`config.mk`:
```
export PLATFORM = sky130hd
export DESIGN_NAME = sump_cmd_tx
export DESIGN_NICKNAME = d
export VERILOG_FILES = /design/src/rtl/sump_cmd_tx.sv
export SDC_FILE = /design/constraint.sdc
export NUM_CORES = 1
export LEC_CHECK = 0
export CORE_MARGIN = 4
export CORE_UTILIZATION = 47
export DETAILED_ROUTE_END_ITERATION = 8
export DONT_BUFFER_PORTS = 1
export PLACE_DENSITY_LB_ADDON = 0.12
export SYNTH_ARGS = -nofsm -noshare
export SYNTH_HDL_FRONTEND = slang
export SYNTH_SLANG_ARGS = --single-unit
```
`constraint.sdc`:
```
create_clock -name clock -period 3.9 [get_ports clock]
set_input_delay 0.39 -clock clock [delete_from_list [all_inputs] [get_ports clock]]
set_output_delay 0.39 -clock clock [all_outputs]
set_load 0.1 [all_outputs]
```
`src/rtl/sump_cmd_tx.sv`:
```
// SUMP host-side command serializer: sends a 1-byte short command or a
// 5-byte long command as 8N1 UART frames, with XOFF-style hold between bytes.
`timescale 1ns/1ps

module sump_cmd_tx #(
    parameter int FREQ     = 100000000,
    parameter int BAUDRATE = 115200,
    parameter int DIVISOR  = FREQ / BAUDRATE
) (
    input  logic        clock,
    input  logic        reset,
    input  logic        cmd_valid,
    output logic        cmd_ready,
    input  logic [39:0] cmd,
    input  logic        pause,
    output logic        busy,
    output logic        done,
    output logic        uart_tx
);

    localparam int CW = (DIVISOR < 2) ? 1 : $clog2(DIVISOR);
    localparam logic [CW-1:0] BAUD_RELOAD = CW'(DIVISOR - 1);
    localparam logic [CW-1:0] BAUD_ONE    = CW'(1);
    localparam logic [CW-1:0] BAUD_ZERO   = {CW{1'b0}};

    generate
        if (DIVISOR < 2) begin : g_divisor_check
            $error("sump_cmd_tx: DIVISOR must be at least 2");
        end
    endgenerate

    typedef enum logic [2:0] {
        ST_IDLE  = 3'd0,
        ST_START = 3'd1,
        ST_DATA  = 3'd2,
        ST_STOP  = 3'd3,
        ST_HOLD  = 3'd4
    } state_t;

    state_t          state_r;
    state_t          state_nxt_s;
    logic [CW-1:0]   baud_cnt_r;
    logic [CW-1:0]   baud_nxt_s;
    logic [2:0]      bit_idx_r;
    logic [2:0]      bit_nxt_s;
    logic [2:0]      bytes_left_r;
    logic [2:0]      bytes_nxt_s;
    logic [39:0]     cmd_r;
    logic [39:0]     cmd_nxt_s;
    logic [7:0]      tx_byte_s;
    logic            tx_nxt_s;
    logic            uart_tx_r;
    logic            done_nxt_s;
    logic            done_r;

    assign cmd_ready = (state_r == ST_IDLE);
    assign busy      = (state_r != ST_IDLE);
    assign uart_tx   = uart_tx_r;
    assign done      = done_r;

    // State register.
    always_ff @(posedge clock or negedge reset) begin
        if (!reset) begin
            state_r <= ST_IDLE;
        end else begin
            state_r <= state_nxt_s;
        end
    end

    // Next-state and datapath update; cmd_r shifts down one byte per completed frame.
    always_comb begin
        state_nxt_s = state_r;
        baud_nxt_s  = baud_cnt_r;
        bit_nxt_s   = bit_idx_r;
        bytes_nxt_s = bytes_left_r;
        cmd_nxt_s   = cmd_r;
        done_nxt_s  = 1'b0;
        case (state_r)
            ST_IDLE: begin
                if (cmd_valid) begin
                    cmd_nxt_s   = cmd;
                    bytes_nxt_s = cmd[7] ? 3'd5 : 3'd1;
                    baud_nxt_s  = BAUD_RELOAD;
                    bit_nxt_s   = 3'd0;
                    state_nxt_s = pause ? ST_HOLD : ST_START;
                end else begin
                    state_nxt_s = ST_IDLE;
                end
            end
            ST_START: begin
                if (baud_cnt_r == BAUD_ZERO) begin
                    baud_nxt_s  = BAUD_RELOAD;
                    bit_nxt_s   = 3'd0;
                    state_nxt_s = ST_DATA;
                end else begin
                    baud_nxt_s  = baud_cnt_r - BAUD_ONE;
                end
            end
            ST_DATA: begin
                if (baud_cnt_r == BAUD_ZERO) begin
                    baud_nxt_s = BAUD_RELOAD;
                    if (bit_idx_r == 3'd7) begin
                        state_nxt_s = ST_STOP;
                    end else begin
                        bit_nxt_s = bit_idx_r + 3'd1;
                    end
                end else begin
                    baud_nxt_s = baud_cnt_r - BAUD_ONE;
                end
            end
            ST_STOP: begin
                if (baud_cnt_r == BAUD_ZERO) begin
                    bytes_nxt_s = bytes_left_r - 3'd1;
                    cmd_nxt_s   = {8'h00, cmd_r[39:8]};
                    baud_nxt_s  = BAUD_RELOAD;
                    bit_nxt_s   = 3'd0;
                    if (bytes_left_r == 3'd1) begin
                        done_nxt_s  = 1'b1;
                        state_nxt_s = ST_IDLE;
                    end else if (pause) begin
                        state_nxt_s = ST_HOLD;
                    end else begin
                        state_nxt_s = ST_START;
                    end
                end else begin
                    baud_nxt_s = baud_cnt_r - BAUD_ONE;
                end
            end
            ST_HOLD: begin
                if (!pause) begin
                    baud_nxt_s  = BAUD_RELOAD;
                    bit_nxt_s   = 3'd0;
                    state_nxt_s = ST_START;
                end else begin
                    state_nxt_s = ST_HOLD;
                end
            end
            default: begin
                state_nxt_s = ST_IDLE;
            end
        endcase
    end

    // Line level for the coming cycle, derived from where the FSM is heading.
    always_comb begin
        tx_nxt_s  = 1'b1;
        tx_byte_s = cmd_nxt_s[7:0];
        case (state_nxt_s)
            ST_START: tx_nxt_s = 1'b0;
            ST_DATA:  tx_nxt_s = tx_byte_s[bit_nxt_s];
            default:  tx_nxt_s = 1'b1;
        endcase
    end

    // Datapath and registered outputs.
    always_ff @(posedge clock or negedge reset) begin
        if (!reset) begin
            baud_cnt_r   <= BAUD_ZERO;
            bit_idx_r    <= 3'd0;
            bytes_left_r <= 3'd0;
            cmd_r        <= 40'h00_0000_0000;
            uart_tx_r    <= 1'b1;
            done_r       <= 1'b0;
        end else begin
            baud_cnt_r   <= baud_nxt_s;
            bit_idx_r    <= bit_nxt_s;
            bytes_left_r <= bytes_nxt_s;
            cmd_r        <= cmd_nxt_s;
            uart_tx_r    <= tx_nxt_s;
            done_r       <= done_nxt_s;
        end
    end

endmodule

```
==> results of run 1 <==
[layout make-up]
class | instances | area (um2) | area share
Inverter | 9 | 33.8 | 0.0104
Multi-Input combinational cell | 220 | 1320 | 0.408
Timing Repair Buffer | 6 | 67.6 | 0.0209
Tap cell | 75 | 93.8 | 0.0290
Sequential cell | 61 | 1530 | 0.473
Clock buffer | 14 | 163 | 0.0503
Clock inverter | 1 | 30.0 | 0.00929
[worst min path at each step]
stage / end / depth (start not counted)
5_1_grt: cmd_r[29] / 2
3_5_place_dp: baud_cnt_r[1] / 0
4_1_cts: cmd_r[33] / 2
2_1_floorplan: baud_cnt_r[0] / 0
3_3_place_gp: baud_cnt_r[2] / 0
6_report: cmd_r[37] / 2
[stage by stage]
step / power (mW) / hold WS [ns] / setup slack, ns / area [um2] / instances
floorplan: 0.697 / 0.0944 / 0.866 / 2930 / 304
global placement: 0.704 / 0.0964 / 1.02 / 3000 / 369
global route: 1.32 / 0.174 / 0.696 / 3230 / 386
finish: 1.27 / 0.176 / 0.941 / 3230 / 386
detailed placement: 0.705 / 0.0960 / 0.983 / 3000 / 369
CTS: 1.29 / 0.158 / 0.975 / 3230 / 386
[power by group through the flow]
stage	Combinational (mW)	Clock, mW	Sequential [mW]
after CTS	0.0432	0.575	0.668
after floorplan	0.0217	0	0.675
after detailed placement	0.0259	0	0.679
after global placement	0.0250	0	0.679
after global routing	0.0501	0.603	0.669
final	0.0420	0.558	0.667
[cell families after synthesis]
logic type / after synthesis / synth area share
AOI/OAI and AO/OA: 72 / 0.170
and+or+nand+nor: 132 / 0.218
adders and majority gates: 4 / 0.0171
DFF: 61 / 0.522
buffers and inverters: 23 / 0.0303
xor gates and xnor gates: 7 / 0.0209
muxes: 5 / 0.0218
[worst max-delay path: stages, from the launching register on]
cell and delay [ns]:
dfrtp_1 0.48, or3_1 0.40, buf_4 0.24, o2bb2ai_1 0.49, o21ai_0 0.20, a21oi_1 0.41, mux4_2 0.38, nor4b_2 0.22
a211oi_1 0.08
[routing by layer]
layer / vias up / track usage
met2: 47 / 0.271
met1: 1052 / 0.256
met3: 10 / 0.0738
met4: 0 / 0.0737
met5: - / 0
li1: 1073 / -
[repair_timing]
action,CTS,global route
setup endpoints to repair,0,0
resized for setup,0,0
endpoints found under the hold margin,61,0
setup buffers,0,0
hold buffers,2,0
[registers in the layout (all words and copies together) (netlist names)]
| register | cells |
|---|---|
| baud_cnt_r | 10 |
| bit_idx_r | 3 |
| bytes_left_r | 3 |
| cmd_r | 40 |
| done | 1 |
| state_r | 3 |
| uart_tx | 1 |
[cell usage in the layout, fill, tap and decap left out, types with 2 or more instances in the layout]
master and n:
nand3_1 4, a21oi_1 7, dfrtp_1 60, nand2b_1 3
ha_1 4, nor3b_1 2, mux2i_1 3, nand2_1 77
or4_1 5, xor2_1 2, or3_1 4, a22o_1 8
a22oi_1 25, clkbuf_8 11, inv_1 9, nor2_1 14
a21o_1 8, nor3_1 3, nor3_2 2, buf_4 4
nor4_1 3, clkbuf_1 3, o21ai_0 16, and2_1 2
xnor2_1 5, nor2b_1 4
==> reports/results.ini, run 1 <==
[routing]
drc = 0
drtIter0Drc = 95
drtAntennaViolNets = 0
vias_per_cell = 5.65
wire_per_inst_um = 16.6
dr.pass1.iters = 4
vias = 2182
route.met3.wl_um = 432
met1Wirelength_mm = 2.95
top_layer = met4
wl_met2_mm = 2.93
wl_mm = 6.40

[cells_and_area]
fillers = 532
fin_util = 0.540
syn_to_final_growth_pct = 10.4
finalNetCount = 355
antennaDiodeCount = 0
drive_gt1_frac = 0.0900

[run]
cap_violations = 0

[sta]
worst_pin_slew_ns = 0.871
fin_crit_sh = 0.759
finalCriticalPeriod_ns = 2.96
slew_headroom = 0.420
slew_violations = 0
hold_viol = 0
setup_viol = 0
rsz0062_at_grt = no
finalSetupTns_ns = 0
fmax_ghz = 0.338
skew_ns = 0.00955

[worst_setup_path]
critPathArrivalTime_ns = 3.21
r2r_start = state_r[1]
required_ns = 4.16
critPathCapture = uart_tx
reg2regPathDepth = 8
r2r_slack_ns = 0.94
path_class = reg -> reg
worst-path-max-fanout = 10
end_kind = flop
critPathLaunchType = flop
r2r-end = uart_tx
startpoint = state_r[1]

[logic_synthesis]
synth_flop_cell = dfrtp_1
synth_common_cells = nand2_1, dfrtp_1, a22oi_1, o21ai_0, nor2_1
synth_area_leaders = dfrtp_1, nand2_1, a22oi_1
ys_seq_area_frac = 0.522
postSynthCellCount = 304
synth_edf_count = 0
netlist_area_mm2 = 0.00293
synth_top_area_cell = dfrtp_1
synth.most_common_cell = nand2_1
synthDistinctLibCells = 46
async_flop_share = 1.00
yosys_warnings = 0
synth.top_cell.area_share = 0.513
syn-mean-instance-area_um2 = 9.64
syn_nets = 352
yosys_register_bits = 61

[global_routing]
grt_max_degree = 62
grt_pass1_wl_mm = 11.0
antenna_found_initial = 0
track_usage = 0.188
grt_pass1_vias = 2282
grt-ovfl-total = 0

[clocking]
tritoncts = yes
clkLatencyLatePin_ns = 0.33
cts_buffer_depth = 2
cts_max_level = 3
root_buffer = clkbuf_8
numCtsBuffers = 9
clk_pin_slew_ns = 0.06
clock-sinks = 61

[placement]
dpl.hpwl_mm = 4.35
gp_congestion = 0.803
port_buffers = 0

[floorplanning]
num_io_pins = 48
core_area_mm2 = 0.00599
dieArea_mm2 = 0.00756
std_cell_rows = 28
die_h_um = 86.9
initial_core_util = 0.489
die_x_um = 86.9

[power]
p_sw_frac = 0.211
leakagePower_nw = 1.60
pwr-share-clk = 0.440
peakVddDrop_uv = 224
powerDensity_mw_per_mm2 = 392
internal_power_mw = 1.00
combPwrFrac = 0.033
p_sw_mw = 0.268
seq_power_share = 0.526

[hold_path]
hp-start = cmd[37]
hold_path.class = in -> reg

[outcome]
outcome = complete, no violations

No activity file was read; power rests on OpenSTA's default activity.
==> run 2: changes to the inputs <==
Clock period 3.9 ns to 2.8 ns, I/O delays scaled along.
==> reports/results.ini, run 2 (same netlist as run 1, synthesis figures left out) <==
[worst_setup_path]
r2r_start = baud_cnt_r[4]
cp_top_family = simple AND/OR/NAND/NOR gates
end_kind = flop
cpMostUsedCell = or4_1
critPathArrivalTime_ns = 2.91
critPathMaxStageDelay_ns = 0.63
r2r_slack_ns = 0.15
r2r-end = uart_tx
cp_num_buf_inv = 0
required_ns = 3.06
cp_num_cells = 7
reg2regPathDepth = 7
worst-path-max-fanout = 5
critPathCapture = uart_tx
path_class = reg -> reg
startpoint = baud_cnt_r[4]
critical-path-slowest-cell = or4_1
critPathLaunchType = flop
crit_chain = or4_1 > or4_1 > nand3_1 > nand2_2 > mux4_2 > nor4b_2 > a211oi_1

[clocking]
root_buffer = clkbuf_8
clkLatencyLatePin_ns = 0.34
clock-sinks = 61
cts_max_level = 3
tritoncts = yes
clk_pin_slew_ns = 0.07
cts_buffer_depth = 2
numCtsBuffers = 9

[hold_path]
hold_path.class = in -> reg

[global_routing]
antenna_found_initial = 0
grt_max_degree = 62
grt_pass1_wl_mm = 11.2
track_usage = 0.193
grt_pass1_vias = 2327
grt-ovfl-total = 0

[run]
cap_violations = 0

[floorplanning]
dieArea_mm2 = 0.00756
initial_core_util = 0.489
die_x_um = 86.9
std_cell_rows = 28
core_area_mm2 = 0.00599
num_io_pins = 48
die_h_um = 86.9

[cells_and_area]
syn_to_final_growth_pct = 13.4
antennaDiodeCount = 0
largest_register_ffs = 40
top_register = cmd_r
finalNetCount = 366
drive_gt1_frac = 0.142
layout_common_cells = nand2_1, dfrtp_1, a22oi_1
final_common_cell = nand2_1
fillers = 555
top_regs = cmd_r x40, baud_cnt_r x10

[routing]
wire_per_inst_um = 16.4
dr.pass1.iters = 4
drtIter0Drc = 123
drc = 0
wl_mm = 6.51
vias_per_cell = 5.63
drtAntennaViolNets = 0
vias = 2240

[power]
peakVddDrop_uv = 268
power.total_mw = 1.70
powerDensity_mw_per_mm2 = 510
leakagePower_nw = 1.66

[sta]
rsz0062_at_grt = no
slew_headroom = 0.423
fin_crit_sh = 0.946
finalCriticalPeriod_ns = 2.65
fmax_ghz = 0.378
hold_viol = 0
holdWs_ns = 0.0570
skew_ns = 0.00925
slew_violations = 0
finalSetupTns_ns = 0
setup_viol = 0
worst_pin_slew_ns = 0.867

[placement]
dpl.hpwl_mm = 4.56
gp_congestion = 0.887
port_buffers = 0

[outcome]
outcome = complete, no violations

run 2: through the flow:
step	instances	setup slack, ns	area, um2	util
2_1_floorplan	304	0.168	2930	-
3_3_place_gp	380	0.134	3090	0.516
3_5_place_dp	380	0.0417	3090	0.516
4_1_cts	398	0.0352	3310	0.552
5_1_grt	398	0.00742	3320	0.555
6_report	398	0.152	3320	0.555
run 2: power breakdown:
part | switching, mW | total [mW] | internal (mW)
logic | 0.0354 | 0.0582 | 0.0228
registers | 0.0167 | 0.930 | 0.913
clock network | 0.343 | 0.708 | 0.365
total | 0.395 | 1.70 | 1.30
run 2: worst min-delay path by stage:
stage,from,endpoint,cells past startpoint
floorplan,reset,baud_cnt_r[0],0
global placement,reset,baud_cnt_r[8],0
detailed placement,reset,baud_cnt_r[6],0
CTS,cmd[34],cmd_r[34],2
global route,cmd[37],cmd_r[37],2
finish,cmd[34],cmd_r[34],2
run 2: area by class of cell:
type,instances,area [um2],share of cell area
multi-input cells,220,1340,0.403
clock buffers,12,155,0.0467
flip-flops and latches,61,1530,0.460
repair buffers,17,150,0.0452
well taps,75,93.8,0.0282
clock inverters,4,22.5,0.00678
inverters,9,33.8,0.0102
run 2: timing repair:
action                                 in CTS  in global routing
hold buffers                                2                  0
setup endpoints to repair                   0                  1
buffers inserted                            0                  0
endpoints found under the hold margin      61                  0
resized for setup                           0                  4
run 2: metal layers:
metal,global-route usage,vias to the layer above,part of all wire
li1,-,1095,-
met1,0.261,1077,0.46
met2,0.281,56,0.46
met3,0.0804,12,0.069
met4,0.0623,0,0.017
met5,0,-,0
==> run 3: changes to the inputs <==
Settings changed: ABC_AREA from default to 1.
==> reports/results.ini, run 3 <==
[cells_and_area]
drive_gt1_frac = 0.131
fillers = 653
antennaDiodeCount = 0
largest_register_ffs = 40
top_regs = cmd_r x40, baud_cnt_r x10
finalNetCount = 450
layout_common_cells = nand2_1, dfrtp_1, inv_1
top_register = cmd_r
final_common_cell = nand2_1
syn_to_final_growth_pct = 8.09

[power]
pwr-share-clk = 0.189
p_sw_frac = 0.448
leakagePower_nw = 1.73
power.total_mw = 3.57
peakVddDrop_uv = 482
combPwrFrac = 0.410
internal_power_mw = 1.97
p_sw_mw = 1.60
seq_power_share = 0.401
powerDensity_mw_per_mm2 = 1040

[clocking]
numCtsBuffers = 9
hold_buffers = 2
clkLatencyLatePin_ns = 0.33
clock-sinks = 61
cts-resized-gates = 0
root_buffer = clkbuf_8
tritoncts = yes
clk_pin_slew_ns = 0.07
cts_buffer_depth = 2
postCtsSetupBuffers = 0
cts_max_level = 3

[global_routing]
track_usage = 0.180
grt-ovfl-total = 0
antenna_found_initial = 0
grt_pass1_wl_mm = 11.8
grt_max_degree = 62
grt_pass1_vias = 2420

[logic_synthesis]
netlist_area_mm2 = 0.00317
synth_edf_count = 0
async_flop_share = 1.00
synth.top_cell.area_share = 0.474
syn-mean-instance-area_um2 = 7.96
synthMuxAreaShare = 0
ys_seq_area_frac = 0.482
synthXorXnorAreaFrac = 0.0111
yosys_register_bits = 61
synth_compound_area_frac = 0.0715
synth_flop_cell = dfrtp_1
yosys.area_share.simple = 0.337
synth_area_leaders = dfrtp_1, nand2_1, nand3_1
syn_nets = 446
synth_top_area_cell = dfrtp_1
yosys_warnings = 0
postSynthCellCount = 398
synth_common_cells = nand2_1, dfrtp_1, inv_1, nand3_1, o21ai_0
synth_top_family_by_area = simple AND/OR/NAND/NOR gates
synth.most_common_cell = nand2_1
synthDistinctLibCells = 37
synthAdderAreaFrac = 0.0158

[floorplanning]
num_io_pins = 48
dieArea_mm2 = 0.00812
std_cell_rows = 29
die_x_um = 90.1
die_h_um = 90.1
initial_core_util = 0.491
core_area_mm2 = 0.00646

[routing]
wire_per_inst_um = 14.0
met1Wirelength_mm = 3.15
drtIter0Drc = 108
drc = 0
top_layer = met4
dr.pass1.iters = 4
route.met3.wl_um = 417
wl_mm = 6.77
wl_met2_mm = 3.07
vias_per_cell = 5.13
vias = 2480
drtAntennaViolNets = 0

[placement]
port_buffers = 0
gp_congestion = 0.851
preCtsSetupSlack_ns = 0.572
dpl.hpwl_mm = 4.82

[sta]
finalCriticalPeriod_ns = 2.25
slew_headroom = 0.417
fmax_ghz = 0.444
worst_pin_slew_ns = 0.876
finalWorstSetupSlack_ns = 0.548
rsz0062_at_grt = no
skew_ns = 0.00768
finalSetupTns_ns = 0
setup_viol = 0
hold_viol = 0
fin_crit_sh = 0.804
slew_violations = 0

[worst_setup_path]
critPathArrivalTime_ns = 2.52
end_kind = flop
worst-path-max-fanout = 33
critPathLaunchType = flop
required_ns = 3.07
path_class = reg -> reg

[run]
cap_violations = 0

[outcome]
outcome = complete, no violations

[hold_path]
hold_path.class = in -> reg

[run 3: cell count changes after synthesis, moves of 5 or more]
cell,previous run,this run
inv_1,9,43
a21o_1,8,0
nand2_2,0,8
nand2_1,77,142
nand3_1,4,33
nand4_1,0,7
a22o_1,8,0
a22oi_1,25,0
or4_1,5,0
o211ai_1,0,9
[run 3: metal layers]
metal / vias to the layer above / global-route usage
li1: 1271 / -
met1: 1124 / 0.247
met2: 71 / 0.270
met3: 14 / 0.0409
met4: 0 / 0.0829
met5: - / 0
[run 3: worst max-delay path, stage by stage, from the launching register on]
cell     delay, ns
dfrtp_1       0.41
inv_1         0.08
ha_1          0.19
nand3_1       0.12
inv_1         0.35
nand2_4       0.11
nand2_2       0.11
nand2_4       0.22
nand2_2       0.13
nand3_2       0.08
nand2_1       0.07
nand2_1       0.05
nand2_1       0.06
nand3_1       0.07
nand3_1       0.08
nand2_1       0.05
[run 3: cell families after synthesis]
group	count (synthesis)
xor gates and xnor gates	4
DFF	61
adders and majority gates	4
buffers and inverters	62
AOI/OAI and AO/OA	38
and+or+nand+nor	229
[run 3: worst paths after layout]
check	start	endpoint	slack, ns	depth (start not counted)
setup / recovery	baud_cnt_r[0]	uart_tx	0.55	15
hold / removal	cmd[38]	cmd_r[38]	0.07	2
setup reg to reg	baud_cnt_r[0]	uart_tx	0.55	15
hold reg to reg	cmd_r[5]	cmd_r[5]	0.47	2
max in group asynchronous	reset	uart_tx	2.01	2
min in group asynchronous	reset	baud_cnt_r[6]	0.48	2
[run 3: layout make-up]
cell class | instances | area [um2] | share of cell area
Timing Repair Buffer | 7 | 75.1 | 0.0219
Clock inverter | 4 | 25.0 | 0.00730
Multi-Input combinational cell | 275 | 1380 | 0.402
Sequential cell | 61 | 1530 | 0.446
Tap cell | 77 | 96.3 | 0.0281
Inverter | 48 | 181 | 0.0530
Clock buffer | 11 | 141 | 0.0413
[run 3: through the flow]
stage / hold slack [ns] / area [um2] / util / cells
global route: 0.0580 / 3430 / 0.530 / 483
global placement: -0.0137 / 3220 / 0.499 / 466
finish: 0.0697 / 3430 / 0.530 / 483
CTS: 0.0558 / 3430 / 0.530 / 483
detailed placement: -0.0135 / 3220 / 0.499 / 466
floorplan: -0.0156 / 3170 / - / 398
[run 3: power by group through the flow]
stage	clock network [mW]	registers [mW]	logic, mW
floorplan	0	1.40	1.23
global route	0.739	1.47	1.70
CTS	0.694	1.43	1.48
global placement	0	1.44	1.42
finish	0.674	1.43	1.46
detailed placement	0	1.45	1.45
